$ cat src/rtl/conv1d_transpose.sv
// Single-multiplier 1-D transposed convolution: each input is scattered over FILTER_SIZE
// accumulators, then STRIDE finished outputs are streamed. Optional tail flush: CONV1D_TRANSPOSE_FLUSH_EN.
module conv1d_transpose #(
    parameter int DATA_WIDTH  = 12,
    parameter int FILTER_SIZE = 5,
    parameter int STRIDE      = 2,
    parameter int FRACTION    = 0
) (
    input  logic                         clk,
    input  logic                         rst,
    output logic                         conv1d_transpose_ready_in,
    input  logic                         conv1d_transpose_valid_in,
    input  logic signed [DATA_WIDTH-1:0] conv1d_transpose_data_in,
    input  logic signed [DATA_WIDTH-1:0] conv1d_transpose_weights [0:FILTER_SIZE-1],
    input  logic signed [DATA_WIDTH-1:0] conv1d_transpose_bias,
`ifdef CONV1D_TRANSPOSE_FLUSH_EN
    input  logic                         conv1d_transpose_flush_in,
`endif
    input  logic                         conv1d_transpose_ready_out,
    output logic                         conv1d_transpose_valid_out,
    output logic signed [DATA_WIDTH-1:0] conv1d_transpose_data_out
);
    localparam int ACC_WIDTH = 2*DATA_WIDTH + $clog2(FILTER_SIZE);
    localparam int MSB       = 2*DATA_WIDTH - 1 - (DATA_WIDTH - FRACTION);
    localparam int CW        = $clog2(FILTER_SIZE + 1);

    typedef enum logic [1:0] {IDLE, MAC, EMIT} state_t;

    state_t                         state, state_nxt;
    logic signed [DATA_WIDTH-1:0]   x_q, x_nxt;
    logic [CW-1:0]                  k_q, k_nxt, j_q, j_nxt, last_j;
    logic                           flush_q, flush_nxt, flush_req;
    logic signed [ACC_WIDTH-1:0]    acc [FILTER_SIZE];
    logic signed [ACC_WIDTH-1:0]    acc_nxt [FILTER_SIZE];
    logic signed [ACC_WIDTH-1:0]    acc_sel;
    logic signed [DATA_WIDTH-1:0]   w_sel, data_nxt;
    logic signed [2*DATA_WIDTH-1:0] prod;

`ifdef CONV1D_TRANSPOSE_FLUSH_EN
    assign flush_req = conv1d_transpose_flush_in;
`else
    assign flush_req = 1'b0;
`endif

    always_comb begin
        state_nxt = state;
        x_nxt     = x_q;
        k_nxt     = k_q;
        j_nxt     = j_q;
        flush_nxt = flush_q;
        acc_nxt   = acc;
        w_sel     = conv1d_transpose_weights[0];
        for (int i = 0; i < FILTER_SIZE; i++)
            if (k_q == CW'(i)) w_sel = conv1d_transpose_weights[i];
        prod   = x_q * w_sel;
        last_j = flush_q ? CW'(FILTER_SIZE - STRIDE - 1) : CW'(STRIDE - 1);

        case (state)
            IDLE: begin
                if (conv1d_transpose_ready_in && flush_req) begin
                    // with no overlap there is no tail to drain
                    if (FILTER_SIZE > STRIDE) begin
                        state_nxt = EMIT;
                        j_nxt     = '0;
                        flush_nxt = 1'b1;
                    end
                end else if (conv1d_transpose_ready_in && conv1d_transpose_valid_in) begin
                    x_nxt     = conv1d_transpose_data_in;
                    k_nxt     = '0;
                    state_nxt = MAC;
                end
            end
            MAC: begin
                for (int i = 0; i < FILTER_SIZE; i++)
                    if (k_q == CW'(i)) acc_nxt[i] = acc[i] + ACC_WIDTH'(prod);
                if (k_q == CW'(FILTER_SIZE - 1)) begin
                    state_nxt = EMIT;
                    j_nxt     = '0;
                end else begin
                    k_nxt = k_q + CW'(1);
                end
            end
            EMIT: begin
                if (conv1d_transpose_valid_out && conv1d_transpose_ready_out) begin
                    if (j_q == last_j) begin
                        for (int i = 0; i < FILTER_SIZE; i++) begin
                            if (!flush_q && i < FILTER_SIZE - STRIDE)
                                acc_nxt[i] = acc[(i + STRIDE) % FILTER_SIZE];
                            else
                                acc_nxt[i] = '0;
                        end
                        state_nxt = IDLE;
                        j_nxt     = '0;
                        flush_nxt = 1'b0;
                    end else begin
                        j_nxt = j_q + CW'(1);
                    end
                end
            end
            default: state_nxt = IDLE;
        endcase

        // output register is loaded from next-cycle state so the first beat needs no bubble
        acc_sel = acc_nxt[0];
        for (int i = 0; i < FILTER_SIZE; i++)
            if (j_nxt == CW'(i)) acc_sel = acc_nxt[i];
        data_nxt = acc_sel[MSB -: DATA_WIDTH] + conv1d_transpose_bias;
    end

    always_ff @(posedge clk or negedge rst) begin
        if (!rst) begin
            state                      <= IDLE;
            x_q                        <= '0;
            k_q                        <= '0;
            j_q                        <= '0;
            flush_q                    <= 1'b0;
            for (int i = 0; i < FILTER_SIZE; i++) acc[i] <= '0;
            conv1d_transpose_ready_in  <= 1'b0;
            conv1d_transpose_valid_out <= 1'b0;
            conv1d_transpose_data_out  <= '0;
        end else begin
            state                      <= state_nxt;
            x_q                        <= x_nxt;
            k_q                        <= k_nxt;
            j_q                        <= j_nxt;
            flush_q                    <= flush_nxt;
            acc                        <= acc_nxt;
            conv1d_transpose_ready_in  <= (state_nxt == IDLE);
            conv1d_transpose_valid_out <= (state_nxt == EMIT);
            conv1d_transpose_data_out  <= data_nxt;
        end
    end
endmodule

$ cat config.mk
export PLATFORM = sky130hd
export DESIGN_NAME = conv1d_transpose
export DESIGN_NICKNAME = d
export VERILOG_FILES = /design/src/rtl/conv1d_transpose.sv
export SDC_FILE = /design/constraint.sdc
export NUM_CORES = 1
export LEC_CHECK = 0
export BUFFER_PORTS_ARGS = -buffer_cell sky130_fd_sc_hd__buf_4
export CORE_MARGIN = 3
export CORE_UTILIZATION = 60
export CTS_CLUSTER_SIZE = 28
export DETAILED_ROUTE_END_ITERATION = 16
export PLACE_DENSITY_LB_ADDON = 0.15
export REMOVE_ABC_BUFFERS = 1
export SYNTH_ARGS = -nofsm -noshare
export SYNTH_HDL_FRONTEND = slang
export SYNTH_SLANG_ARGS = --single-unit
$ cat constraint.sdc
create_clock -name clk -period 10.8 [get_ports clk]
set_input_delay 1.08 -clock clk [delete_from_list [all_inputs] [get_ports clk]]
set_output_delay 1.08 -clock clk [all_outputs]
set_load 0.005 [all_outputs]
==> impl_results.md, run 1 <==
* Worst Path Class, Setup: reg2reg
* Final Hold Vio Count at 0
* CTS Buffer Depth at 2
* # diodes at 0
* Port Buf Inserts at 101
* Tcrit/Tclk final at 89.00%
* GRT met2 Usage at 50.25%
* EDFF count, synth at 0
* Seq/Total Area, Yosys at 23.41%
* Slew HR at 43.53%
* Area delta synth->final at 11.82%
* GRT overflow at 0
* Final-report setup violation count at 0
* Root Buffer: clkbuf_16
* Cells after Synth at 1,150
* Setup TNS at 0 ns
* Total GRT Usage at 30.37%
* Final std cells w/o fill at 1,444
* Detailed-route DRC error count at 0
* Share of post-route cells with drive strength above 1 at 13.52%
* Register bit total from synthesis at 94
* Critical path data arrival time at 9.89 ns
* Antenna violations before repair at 0
* Via Count at 8,793
* Hold Slack at 0.5148 ns
* Highest clock rate at 104.0 MHz
* DR iter-0 viols at 660
* Initial Util at 62.35%
* Via-to-Cell Ratio at 6.089
* Vias in the first global route at 8,729
* Later-pin clock latency in the skew report at 0.36 ns
* GRT met3 Usage at 3.826%
* Mean area per synthesized cell at 8.738 um2
* Die Ht at 135.4 um
* DP HPWL at 21.16 mm
* TritonCTS clock tree: built
* Post-synth top flop: dfrtp_1
* Worst setup EP type: flop
* Required @ worst endpoint at 11.08 ns
* Rows at 46
* Fraction of registers with async set/reset at 100.0%
* Routed Antenna Nets at 0
* Synth Cell Area at 0.01005 mm2
* Synth unique cells at 84
* Worst Hold Class: reg2reg
* Total core area at 0.01612 mm2
* Fin crit period at 9.612 ns
* CTS Hold Buffers Added at 0
* Largest net degree at the start of global routing at 58
* Worst-margin pin slew at 0.8470 ns
* Largest stage delay, worst path at 0.86 ns
* GPL Wtd Cong at 0.9149
* Wire length per cell at 18.89 um
* Status: completed
* I/O pin cnt at 102
* Max Cap Violations at 0
* Final Core Density at 69.72%
* Clk slew on worst S/H paths at 0.07 ns
* Drt first pass iters at 5
* CTS Buf Count at 9
* CTS resizes at 0
* Fin. max-slew vios at 0
* Nets at 1,469
* # Post-CTS Setup Buffers at 0
* Die area at 0.01834 mm2
* Clk sinks at 94
* WL final at 27.28 mm
* First-pass GRT wire length at 44.04 mm
* Setup Skew at 0.01104 ns
* Worst path slowest cell: dfrtp_1
* GR Layer Usage met1 at 41.97%
* Placed cells at 1,428
* Unrepaired setup endpoints after global routing: no
* Crit Path Max Fanout at 30
* Startpoint types: flop
* H-tree depth at 3
* YS warnings at 0
* Global routing's busiest layer: met2
* Die Wd at 135.4 um
==> through the flow <==
| stage | instance area [um2] | setup slack [ns] |
|---|---|---|
| after global routing | 11240 | 0.5072 |
| after floorplan | 9856 | 2.346 |
| after CTS | 11240 | 1.296 |
| final | 11240 | 1.188 |
| after global placement | 10940 | 1.639 |
| after detailed placement | 10940 | 1.312 |
==> final timing paths <==
kind	start	to	slack [ns]	cells past startpoint
setup / recovery	k_q[2]	conv1d_transpose_data_out[11]	1.19	34
hold / removal	x_q[11]	x_q[11]	0.51	1
setup reg to reg	k_q[2]	conv1d_transpose_data_out[11]	1.19	34
hold reg to reg	x_q[11]	x_q[11]	0.51	1
max in group asynchronous	rst	acc[118]	8.92	2
min in group asynchronous	rst	acc[1]	0.69	1
==> routing by layer <==
metal  wire length (um)  vias to the layer above  share of wire [%]
met3               1595                       46                5.8
met4                550                        0                2.0
met5                  0                        -                  0
li1                   -                     4160                  -
met1              12050                     4281                 44
met2              13080                      306                 48
==> layout by cell type, fill, tap and decap left out, types with 4 or more instances in the layout <==
master     instances
a21o_1            36
nand3_1           13
dfrtp_1           94
a211oi_1           6
nor3_1             8
o31a_1             5
xor2_1            21
nor2b_1           12
nand2_1          131
o31ai_1            8
o21ai_0           78
buf_4            108
nor2_1            53
mux2i_1            8
a31oi_1            9
o21bai_1           8
and3_1             6
a21oi_1           70
inv_1            110
a22o_1            33
nor3b_1            6
mux2_2            21
and2_1            38
o221ai_1           6
nand2b_1          16
o21a_1             6
xnor2_1           50
a21boi_0           4
ha_1             113
clkbuf_16          9
a22oi_1            7
o211ai_1           8
fa_1              45
==> Yosys cell counts, drive strengths merged, types with 4 or more instances <==
master,instances,area share [%]
nor3b,6,0.45
a31oi,11,0.90
nand2,132,5.0
nand3,13,0.65
o221ai,6,0.52
a22o,33,2.9
and2,38,2.4
mux2i,8,0.80
nor2,54,2.0
nand2b,16,1.0
a211oi,7,0.57
xnor2,51,4.5
ha,113,14
inv,110,4.1
nor3,9,0.50
mux2,22,2.5
xor2,21,1.8
a21oi,71,3.6
buf,15,0.75
clkbuf,31,1.2
o21a,6,0.45
o21ai,80,4.0
o31a,5,0.44
a22oi,7,0.52
nor2b,12,0.75
dfrtp,94,23
and3,6,0.37
o21bai,9,0.71
o211ai,8,0.60
a21boi,4,0.30
o31ai,10,0.85
a21o,36,2.7
fa,45,9.0
==> worst max-delay path, delay by kind of cell (launching register included) <==
family,cells,cell delay [ns]
adders and majority gates,9,3.74
AOI/OAI and AO/OA,10,2.15
and+or+nand+nor,5,1.08
buffers and inverters,5,0.86
DFF,1,0.86
xor gates and xnor gates,4,0.64
muxes,1,0.18
==> state kept, by name, summed over array words and instances, names as in the netlist <==
name / cells
acc: 60
conv1d_transpose_ready_in: 1
state: 2
x_q: 12
conv1d_transpose_valid_out: 1
conv1d_transpose_data_out: 12
j_q: 3
k_q: 3
==> area by class of cell <==
cell class              count  area [um2]
clock inverters             7       71.32
clock buffers               9       225.2
flip-flops and latches     94        2352
repair buffers            108       810.8
well taps                 216       270.3
inverters                 111       416.7
multi-input cells         899        7089
fillers                  1323        4880
==> cells by family (layout without fill, tap and decap cells) <==
logic type / after synthesis / in the layout / synth area share (%)
multiplexers: 30 / 30 / 3.262
buffers and inverters: 157 / 235 / 6.064
AND/OR/NAND/NOR: 313 / 313 / 15.22
AO/OA/AOI/OAI: 323 / 323 / 21.97
adder cells (fa/ha/maj): 158 / 158 / 23.04
XOR/XNOR: 75 / 75 / 7.048
flip-flops: 94 / 94 / 23.41
Power of run 1 is not shown: default switching activity piles up to over one toggle a cycle in this logic, so the estimate is an artifact.
==> run 2: changes to the inputs <==
--- a/config.mk
+++ b/config.mk
@@ -8,4 +8,3 @@
 export BUFFER_PORTS_ARGS = -buffer_cell sky130_fd_sc_hd__buf_4
-export CORE_MARGIN = 3
-export CORE_UTILIZATION = 60
+export CORE_UTILIZATION = 55
 export CTS_CLUSTER_SIZE = 28
==> constraint.sdc (replaced) <==
create_clock -name clk -period 8.2 [get_ports clk]
set_input_delay 0.82 -clock clk [delete_from_list [all_inputs] [get_ports clk]]
set_output_delay 0.82 -clock clk [all_outputs]
set_load 0.1 [all_outputs]
==> impl_results.md, run 2 (same netlist as run 1, synthesis figures left out) <==
* Status: completed
* DR iter-0 viols at 538 (-18%)
* Total core area at 0.01796 mm2 (+11%)
* Clk slew on worst S/H paths at 0.07 ns (about the same)
* Root Buffer: clkbuf_16
* Filler instances at 1,498 (+13%)
* Initial Util at 55.94% (-6.4 points)
* TritonCTS clock tree: built
* Worst Path Class, Setup: reg2reg
* CP startpoint: k_q[1]
* Crit Path Max Fanout at 8 (-73%)
* CTS Hold Buffers Added at 0 (unchanged)
* Tcrit/Tclk final at 95.89% (+6.9 points)
* Routed Antenna Nets at 0 (unchanged)
* Area delta synth->final at 18.50%
* Die Ht at 137.2 um (+1.3%)
* Clk sinks at 94 (unchanged)
* Startpoint types: flop
* CTS Buf Count at 9 (unchanged)
* Die area at 0.01881 mm2 (+2.6%)
* Fin. max-slew vios at 0 (unchanged)
* Rows at 49 (+6.5%)
* Critical path data arrival time at 8.15 ns (-1.74 ns)
* Vias in the first global route at 8,736 (+0.080%)
* Nets at 1,520 (+3.5%)
* Antenna violations before repair at 0 (unchanged)
* Total GRT Usage at 30.63% (+0.26 points)
* Wire length per cell at 18.56 um (-1.7%)
* DP HPWL at 21.94 mm (+3.7%)
* First-pass GRT wire length at 44.12 mm (+0.17%)
* GRT overflow at 0 (unchanged)
* Later-pin clock latency in the skew report at 0.36 ns (about the same)
* Largest stage delay, worst path at 0.60 ns (-0.26 ns)
* Worst-margin pin slew at 0.8907 ns (+0.04369 ns)
* Flip-flop count of the largest register after layout at 60 (unchanged)
* Via-to-Cell Ratio at 5.844 (-4.0%)
* Max Cap Violations at 0 (unchanged)
* Detailed-route DRC error count at 0 (unchanged)
* Required @ worst endpoint at 8.49 ns (-2.59 ns)
* # diodes at 0 (unchanged)
* WL final at 27.99 mm (+2.6%)
* Fin crit period at 7.863 ns (-1.750 ns)
* Largest net degree at the start of global routing at 69 (+19%)
* Highest clock rate at 127.2 MHz (+22%)
* Worst setup EP type: flop
* Commonest non-fill, non-tap cells in the layout: 155 x buf_4, 129 x nand2_1, 108 x inv_1
* CTS Buffer Depth at 2 (unchanged)
* Final Hold Vio Count at 0 (unchanged)
* Die Wd at 137.2 um (+1.3%)
* Worst Hold Class: in2async
* Most common cell after layout, fill and taps aside: buf_4
* Worst path slowest cell: or4_4
* Reg2Reg Depth at 33 (-2.9%)
* Largest registers: acc (60), conv1d_transpose_data_out (12), x_q (12)
* I/O pin cnt at 102 (unchanged)
* GPL Wtd Cong at 0.9024 (-1.4%)
* H-tree depth at 3 (unchanged)
* FF-to-FF Start: k_q[1]
* Port Buf Inserts at 101 (unchanged)
* Setup Skew at 0.006448 ns (-0.004594 ns)
* Via Count at 8,812 (+0.22%)
* Share of post-route cells with drive strength above 1 at 20.02% (+6.5 points)
* Setup ws final at 0.3374 ns (-0.8502 ns)
* Slew HR at 40.62% (-2.9 points)
* Pre-CTS setup slack at -0.1012 ns (-1.413 ns)
* Most flops, register: acc
* Drt first pass iters at 7 (+2)
* Final-report setup violation count at 0 (unchanged)
## run 2: cell types whose count changed in the layout (fill, tap and decap cells not counted), sizes merged
cell / delta
inv: +1
clkinv: -1
bufinv: -1
clkbuf: +1
buf: +51
## run 2: critical path: cells and delay by family (launching register included)
family,cells,cell delay (ns)
fa+ha+maj,10,3.58
simple gates,6,1.53
compound gates,10,1.32
xor+xnor,4,0.65
flops,1,0.46
mux,1,0.17
buf+inv,2,0.10
## run 2: layer usage
| metal | vias up | routed length (um) | global-route usage (%) |
|---|---|---|---|
| met1 | 4283 | 12480 | 41.15 |
| li1 | 4277 | - | - |
| met4 | 0 | 520 | 10.07 |
| met5 | - | 0 | 0 |
| met2 | 220 | 13750 | 51.18 |
| met3 | 32 | 1240 | 3.407 |
## run 2: repair_timing
action,in CTS,in global routing
hold endpoints to repair,0,0
pin swaps,1,14
buffers inserted,0,7
gates resized for setup,3,54
endpoints found under the setup margin,1,3
## run 2: worst paths after layout
check	slack, ns	endpoint
max in group asynchronous	6.59	x_q[0]
worst max register to register	0.34	conv1d_transpose_data_out[11]
worst max-delay path	0.34	conv1d_transpose_data_out[11]
worst min register to register	0.51	x_q[11]
worst min-delay path	0.38	acc[65]
min in group clk	0.51	x_q[11]
## run 2: stage by stage
stage	util [%]	cell area [um2]	hold slack, ns	setup TNS (ns)	cells
after floorplan	-	9856	0.4793	-0.2540	1104
after global placement	62.90	11300	0.5091	-0.01039	1485
after detailed placement	62.90	11300	0.5047	-0.1012	1485
after CTS	64.56	11600	0.3827	0	1501
after global routing	66.29	11910	0.4077	-0.02087	1508
final	66.29	11910	0.3806	0	1508
## run 2: area by class of cell
type / count / area [um2] / area share, %
Clock buffer: 10 / 239.0 / 2.007
Clock inverter: 6 / 51.30 / 0.4308
Inverter: 111 / 416.7 / 3.499
Multi-Input combinational cell: 899 / 7348 / 61.71
Sequential cell: 94 / 2355 / 19.78
Tap cell: 229 / 286.5 / 2.406
Timing Repair Buffer: 159 / 1211 / 10.17
Power of run 2 is left out for the same reason.
